### config.mk
export PLATFORM = sky130hd
export DESIGN_NAME = div_iter
export DESIGN_NICKNAME = d
export VERILOG_FILES = /design/src/rtl/div_iter.sv
export SDC_FILE = /design/constraint.sdc
export NUM_CORES = 1
export LEC_CHECK = 0
export CAP_MARGIN = 20
export CORE_MARGIN = 3
export CORE_UTILIZATION = 54
export CTS_CLUSTER_SIZE = 8
export DETAILED_ROUTE_END_ITERATION = 7
export HOLD_SLACK_MARGIN = 0.12
export PLACE_DENSITY = 0.78
export SETUP_SLACK_MARGIN = 0.02
export SLEW_MARGIN = 20
export SYNTH_ARGS = -nofsm -noshare
export SYNTH_HDL_FRONTEND = slang
export SYNTH_SLANG_ARGS = --single-unit
### constraint.sdc
create_clock -name clk -period 7.5 [get_ports clk]
set_input_delay 1.125 -clock clk [delete_from_list [all_inputs] [get_ports clk]]
set_output_delay 1.125 -clock clk [all_outputs]
set_load 0.005 [all_outputs]
### src/rtl/div_iter.sv
// Iterative radix-2 restoring divider for MIPS DIV/DIVU; result = {remainder, quotient}.
// Optional macro DIV_ITER_EARLY_EXIT_EN: finish in 2 cycles when |dividend| < |divisor|.
module div_iter #(
  parameter int unsigned WIDTH = 32,
  parameter int unsigned CNT_W = 6
) (
  input  logic               clk,
  input  logic               rst,
  input  logic               signed_div,
  input  logic [WIDTH-1:0]   opdata1,
  input  logic [WIDTH-1:0]   opdata2,
  input  logic               start,
  input  logic               annul,
  output logic [2*WIDTH-1:0] result,
  output logic               ready,
  output logic               stall
);

  typedef enum logic [1:0] {IDLE, ZERO, ON, END} state_t;

  state_t             state, state_n;
  logic [WIDTH-1:0]   dvd, dvs, rem, op1_raw;
  logic [CNT_W-1:0]   cnt;
  logic               sign_q, sign_r;
  logic               load, fin;
  logic [WIDTH-1:0]   abs_a, abs_b;
  logic [WIDTH:0]     rem_sh;
  logic               ge;
  logic [WIDTH-1:0]   rem_step, dvd_step, q_fix, r_fix, zero_q;
  logic [2*WIDTH-1:0] fin_val;
`ifdef DIV_ITER_EARLY_EXIT_EN
  logic               early;
`endif

  assign abs_a = (signed_div && opdata1[WIDTH-1]) ? -opdata1 : opdata1;
  assign abs_b = (signed_div && opdata2[WIDTH-1]) ? -opdata2 : opdata2;

  // One restoring step: shift {rem, dvd} left, trial-subtract the divisor.
  assign rem_sh   = {rem, dvd[WIDTH-1]};
  assign ge       = rem_sh >= {1'b0, dvs};
  assign rem_step = ge ? WIDTH'(rem_sh - {1'b0, dvs}) : rem_sh[WIDTH-1:0];
  assign dvd_step = {dvd[WIDTH-2:0], ge};
  assign q_fix    = sign_q ? -dvd_step : dvd_step;
  assign r_fix    = sign_r ? -rem_step : rem_step;

`ifdef DIV_ITER_EARLY_EXIT_EN
  assign zero_q = early ? '0 : '1;
`else
  assign zero_q = '1;
`endif

  assign ready = (state == END);
  assign stall = rst & ~annul & ((state == IDLE && start) || state == ON || state == ZERO);

  always_ff @(posedge clk or negedge rst) begin
    if (!rst) state <= IDLE;
    else      state <= state_n;
  end

  // The result register is written on the edge entering END, so it is valid while ready=1.
  always_comb begin
    state_n = state;
    load    = 1'b0;
    fin     = 1'b0;
    fin_val = {r_fix, q_fix};
    case (state)
      IDLE: begin
        if (start && !annul) begin
          load = 1'b1;
          if (opdata2 == '0)
            state_n = ZERO;
`ifdef DIV_ITER_EARLY_EXIT_EN
          else if (abs_a < abs_b)
            state_n = ZERO;
`endif
          else
            state_n = ON;
        end
      end
      ZERO: begin
        fin_val = {op1_raw, zero_q};
        if (annul) state_n = IDLE;
        else begin
          state_n = END;
          fin     = 1'b1;
        end
      end
      ON: begin
        if (annul) state_n = IDLE;
        else if (cnt == CNT_W'(WIDTH - 1)) begin
          state_n = END;
          fin     = 1'b1;
        end
      end
      END:     state_n = IDLE;
      default: state_n = IDLE;
    endcase
  end

  always_ff @(posedge clk or negedge rst) begin
    if (!rst) begin
      dvd     <= '0;
      dvs     <= '0;
      rem     <= '0;
      op1_raw <= '0;
      cnt     <= '0;
      sign_q  <= 1'b0;
      sign_r  <= 1'b0;
      result  <= '0;
`ifdef DIV_ITER_EARLY_EXIT_EN
      early   <= 1'b0;
`endif
    end else begin
      if (load) begin
        dvd     <= abs_a;
        dvs     <= abs_b;
        rem     <= '0;
        op1_raw <= opdata1;
        cnt     <= '0;
        sign_q  <= signed_div & (opdata1[WIDTH-1] ^ opdata2[WIDTH-1]);
        sign_r  <= signed_div & opdata1[WIDTH-1];
`ifdef DIV_ITER_EARLY_EXIT_EN
        early   <= (opdata2 != '0);
`endif
      end else if (state == ON) begin
        rem <= rem_step;
        dvd <= dvd_step;
        cnt <= cnt + CNT_W'(1);
      end
      if (fin) result <= fin_val;
    end
  end

endmodule

==> out/metrics.json <==
{
  "cts_num_sinks": {"value": 202},
  "worstSetupEndpointType": {"value": "flop"},
  "drt_pre_antenna_iters": {"value": 5},
  "route.detailed.vias_per_inst": {"value": 6.068},
  "top_level_ports": {"value": 135},
  "netlist_area": {"value": 13670, "unit": "um^2"},
  "cts_setup_buffers": {"value": 0},
  "synthDominantAreaCellType": {"value": "sky130_fd_sc_hd__dfrtp_1"},
  "netlist_top_cells_count": {"value": "sky130_fd_sc_hd__nand2_1 (255), sky130_fd_sc_hd__dfrtp_1 (202), sky130_fd_sc_hd__nor2_1 (150)"},
  "critical_path.max_fanout": {"value": 52},
  "wl_per_cell": {"value": 18.60, "unit": "um"},
  "timing.final.setup_violations": {"value": 0},
  "drv.max_cap_violation_count": {"value": 0},
  "flow.area_growth_from_synthesis": {"value": 15.52, "unit": "%"},
  "tritoncts_clock_tree": {"value": "yes"},
  "postSynth.topFlopCell": {"value": "sky130_fd_sc_hd__dfrtp_1"},
  "antenna_nets_post_route": {"value": 0},
  "post_cts_resized": {"value": 0},
  "design.die.area": {"value": 27250, "unit": "um^2"},
  "timing.final.max_slew_violations": {"value": 0},
  "status": {"value": "completed"},
  "clock_pin_slew_on_the_worst_setup_and_hold_paths": {"value": 0.05, "unit": "ns"},
  "final_hold_viols": {"value": 0},
  "io_buffers": {"value": 134},
  "initial_utilization": {"value": 55.55, "unit": "%"},
  "grt_overflow": {"value": 0},
  "netlist-cell-type-count": {"value": 87},
  "placementRows": {"value": 57},
  "worstPathCellList": {"value": "ha_1 > and4_2 > a32oi_1 > a211oi_1 > nor3_2 > a31oi_4 > inv_4 > mux2i_1 > ha_1 > nand2_1 > or3_1 > or4_1 > nor3_1 > a41o_1 > nand4_1 > o41ai_1 > xnor2_1 > a21oi_1"},
  "max_freq": {"value": 0.1644, "unit": "GHz"},
  "cp-start-kind": {"value": "flop"},
  "rsz_0062_raised_after_global_routing": {"value": "no"},
  "ys_ff_latch": {"value": 202},
  "die_width": {"value": 165.1, "unit": "um"},
  "total_neg_setup_slack": {"value": 0, "unit": "ns"},
  "clkLatencyLatePin": {"value": 0.55, "unit": "ns"},
  "maximum_number_of_pins_on_one_net_before_global_route_repair": {"value": 96},
  "critical_path.max_stage_delay": {"value": 0.61, "unit": "ns"},
  "syn-mean-instance-area": {"value": 8.313, "unit": "um^2"},
  "cts-hold-fix-buffers": {"value": 0},
  "dp_hpwl": {"value": 27550, "unit": "um"},
  "max_slew.worst_pin.slew": {"value": 0.9818, "unit": "ns"},
  "synth-async-reset-ratio": {"value": 100.0, "unit": "%"},
  "share_of_yosys_cell_area_claimed_by_the_top_area_cell_type": {"value": 36.99, "unit": "%"},
  "number_of_global_route_vias_before_repair": {"value": 12240},
  "diodes": {"value": 0},
  "fin_crit_sh": {"value": 81.09, "unit": "%"},
  "clock_skew": {"value": 0.01231, "unit": "ns"},
  "vias": {"value": 12460},
  "fraction_of_layout_instances_using_a_drive_strength_above_1": {"value": 4.800, "unit": "%"},
  "critPathKind": {"value": "flop to flop"},
  "antenna_found_initial": {"value": 0},
  "number_of_nets_in_the_final_layout": {"value": 1838},
  "cpMostUsedCell": {"value": "sky130_fd_sc_hd__ha_1"},
  "synth-edff-count": {"value": 0},
  "max_slew_margin": {"value": 34.55, "unit": "%"},
  "finalWeightedCongestion": {"value": 0.9714},
  "clock-root-buffer": {"value": "sky130_fd_sc_hd__clkbuf_16"},
  "die-height": {"value": 165.1, "unit": "um"},
  "cts-root-to-sink-buffers": {"value": 3},
  "critical_path_required": {"value": 7.92, "unit": "ns"},
  "crit_arrival": {"value": 6.50, "unit": "ns"},
  "drt_iter0_drc": {"value": 1061},
  "fp.coreArea": {"value": 24600, "unit": "um^2"},
  "cts-buffers-inserted": {"value": 29},
  "cts_max_level": {"value": 1},
  "routed_wl": {"value": 38180, "unit": "um"},
  "timing.hold.worst.class": {"value": "flop to flop"},
  "finalWorstPathRequiredPeriod": {"value": 6.082, "unit": "ns"},
  "global_route.usage.total": {"value": 27.99, "unit": "%"},
  "synth.area.top_cells": {"value": "sky130_fd_sc_hd__dfrtp_1 (37%), sky130_fd_sc_hd__nand2_1 (7.0%), sky130_fd_sc_hd__o21ai_0 (5.5%), sky130_fd_sc_hd__xor2_1 (4.9%), sky130_fd_sc_hd__a21oi_1 (4.8%)"},
  "crit_path_top_delay_cell": {"value": "sky130_fd_sc_hd__or4_1"},
  "synth.yosys.seq_area_share": {"value": 36.99, "unit": "%"},
  "syn-instance-count": {"value": 1644},
  "warnings_from_yosys": {"value": 0},
  "yosys.cell_count.top_type": {"value": "sky130_fd_sc_hd__nand2_1"},
  "drt_drc_violations_left": {"value": 0},
  "grt_pass1_wl": {"value": 62220, "unit": "um"},
  "synth_fp_nets": {"value": 1755}
}
==> final cells by class <==
type	count	area, um^2
fillers	2157	8817
multi-input cells	1296	7923
flip-flops and latches	202	5055
inverters	52	197.7
clock inverters	2	38.79
clock buffers	31	733.2
well taps	324	405.4
repair buffers	146	1435
==> through the flow <==
step                      hold slack, ns  util, %  setup slack [ns]  instances  instance area [um^2]
after floorplan                   0.4379        -             2.202       1644                 13670
after global placement            0.4532    61.03             1.768       2020                 15020
after detailed placement          0.4630    61.03             1.598       2020                 15020
after CTS                         0.4749    64.16             1.542       2053                 15790
after global routing              0.4946    64.16             1.072       2053                 15790
final                             0.4752    64.16             1.418       2053                 15790
==> flip-flops by register name, indices dropped and copies added, names as in the netlist <==
name / flops
rem: 32
state: 2
dvs: 32
dvd: 32
sign_r: 1
cnt: 6
sign_q: 1
op1_raw: 32
result: 64
==> worst max-delay path, delay by kind of cell (launching register included) <==
kind                     cells  cell delay, ns
AO/OA/AOI/OAI                6            1.40
AND/OR/NAND/NOR              7            2.31
flip-flops                   1            0.46
buffers and inverters        1            0.45
adder cells (fa/ha/maj)      2            0.77
multiplexers                 1            0.39
XOR/XNOR                     1            0.17
==> layer usage <==
| layer | global-route usage, % | wire (um) | vias up |
|---|---|---|---|
| met5 | 0 | 0 | - |
| met4 | 8.616 | 1207 | 0 |
| met3 | 3.417 | 2074 | 71 |
| met2 | 45.99 | 18080 | 391 |
| met1 | 38.83 | 16820 | 6037 |
| li1 | - | - | 5958 |
==> path summary, 6_finish.rpt <==
path | startpoint | endpoint | slack (ns) | cells past startpoint
max in group asynchronous | rst | dvs[29] | 5.55 | 2
min in group asynchronous | rst | result[7] | 0.67 | 1
setup reg to reg | rem[9] | result[62] | 1.42 | 18
setup / recovery | rem[9] | result[62] | 1.42 | 18
hold reg to reg | op1_raw[17] | op1_raw[17] | 0.48 | 2
hold / removal | op1_raw[17] | op1_raw[17] | 0.48 | 2
==> logic make-up after synthesis <==
group                      after synthesis  synth area share (%)
buffers and inverters                  146                 5.291
DFF                                    202                 36.99
AOI/OAI and AO/OA                      457                 20.44
and+or+nand+nor                        593                 19.77
adders and majority gates               42                 3.900
muxes                                   58                 4.257
xor gates and xnor gates               146                 9.356
==> cell usage in the layout, fill, tap and decap left out, drive strengths merged, types with 24 or more instances in the layout <==
| cell | count |
|---|---|
| dfrtp | 202 |
| nor3 | 31 |
| a211oi | 39 |
| o21ai | 150 |
| mux2i | 57 |
| xnor2 | 70 |
| o31ai | 24 |
| a31oi | 24 |
| inv | 52 |
| nand2 | 255 |
| clkbuf | 32 |
| xor2 | 76 |
| nor2 | 150 |
| ha | 41 |
| a21oi | 132 |
| clkdlybuf4s50 | 133 |
Power is not shown: default switching activity piles up to over one toggle a cycle in this logic, so the estimate is an artifact.
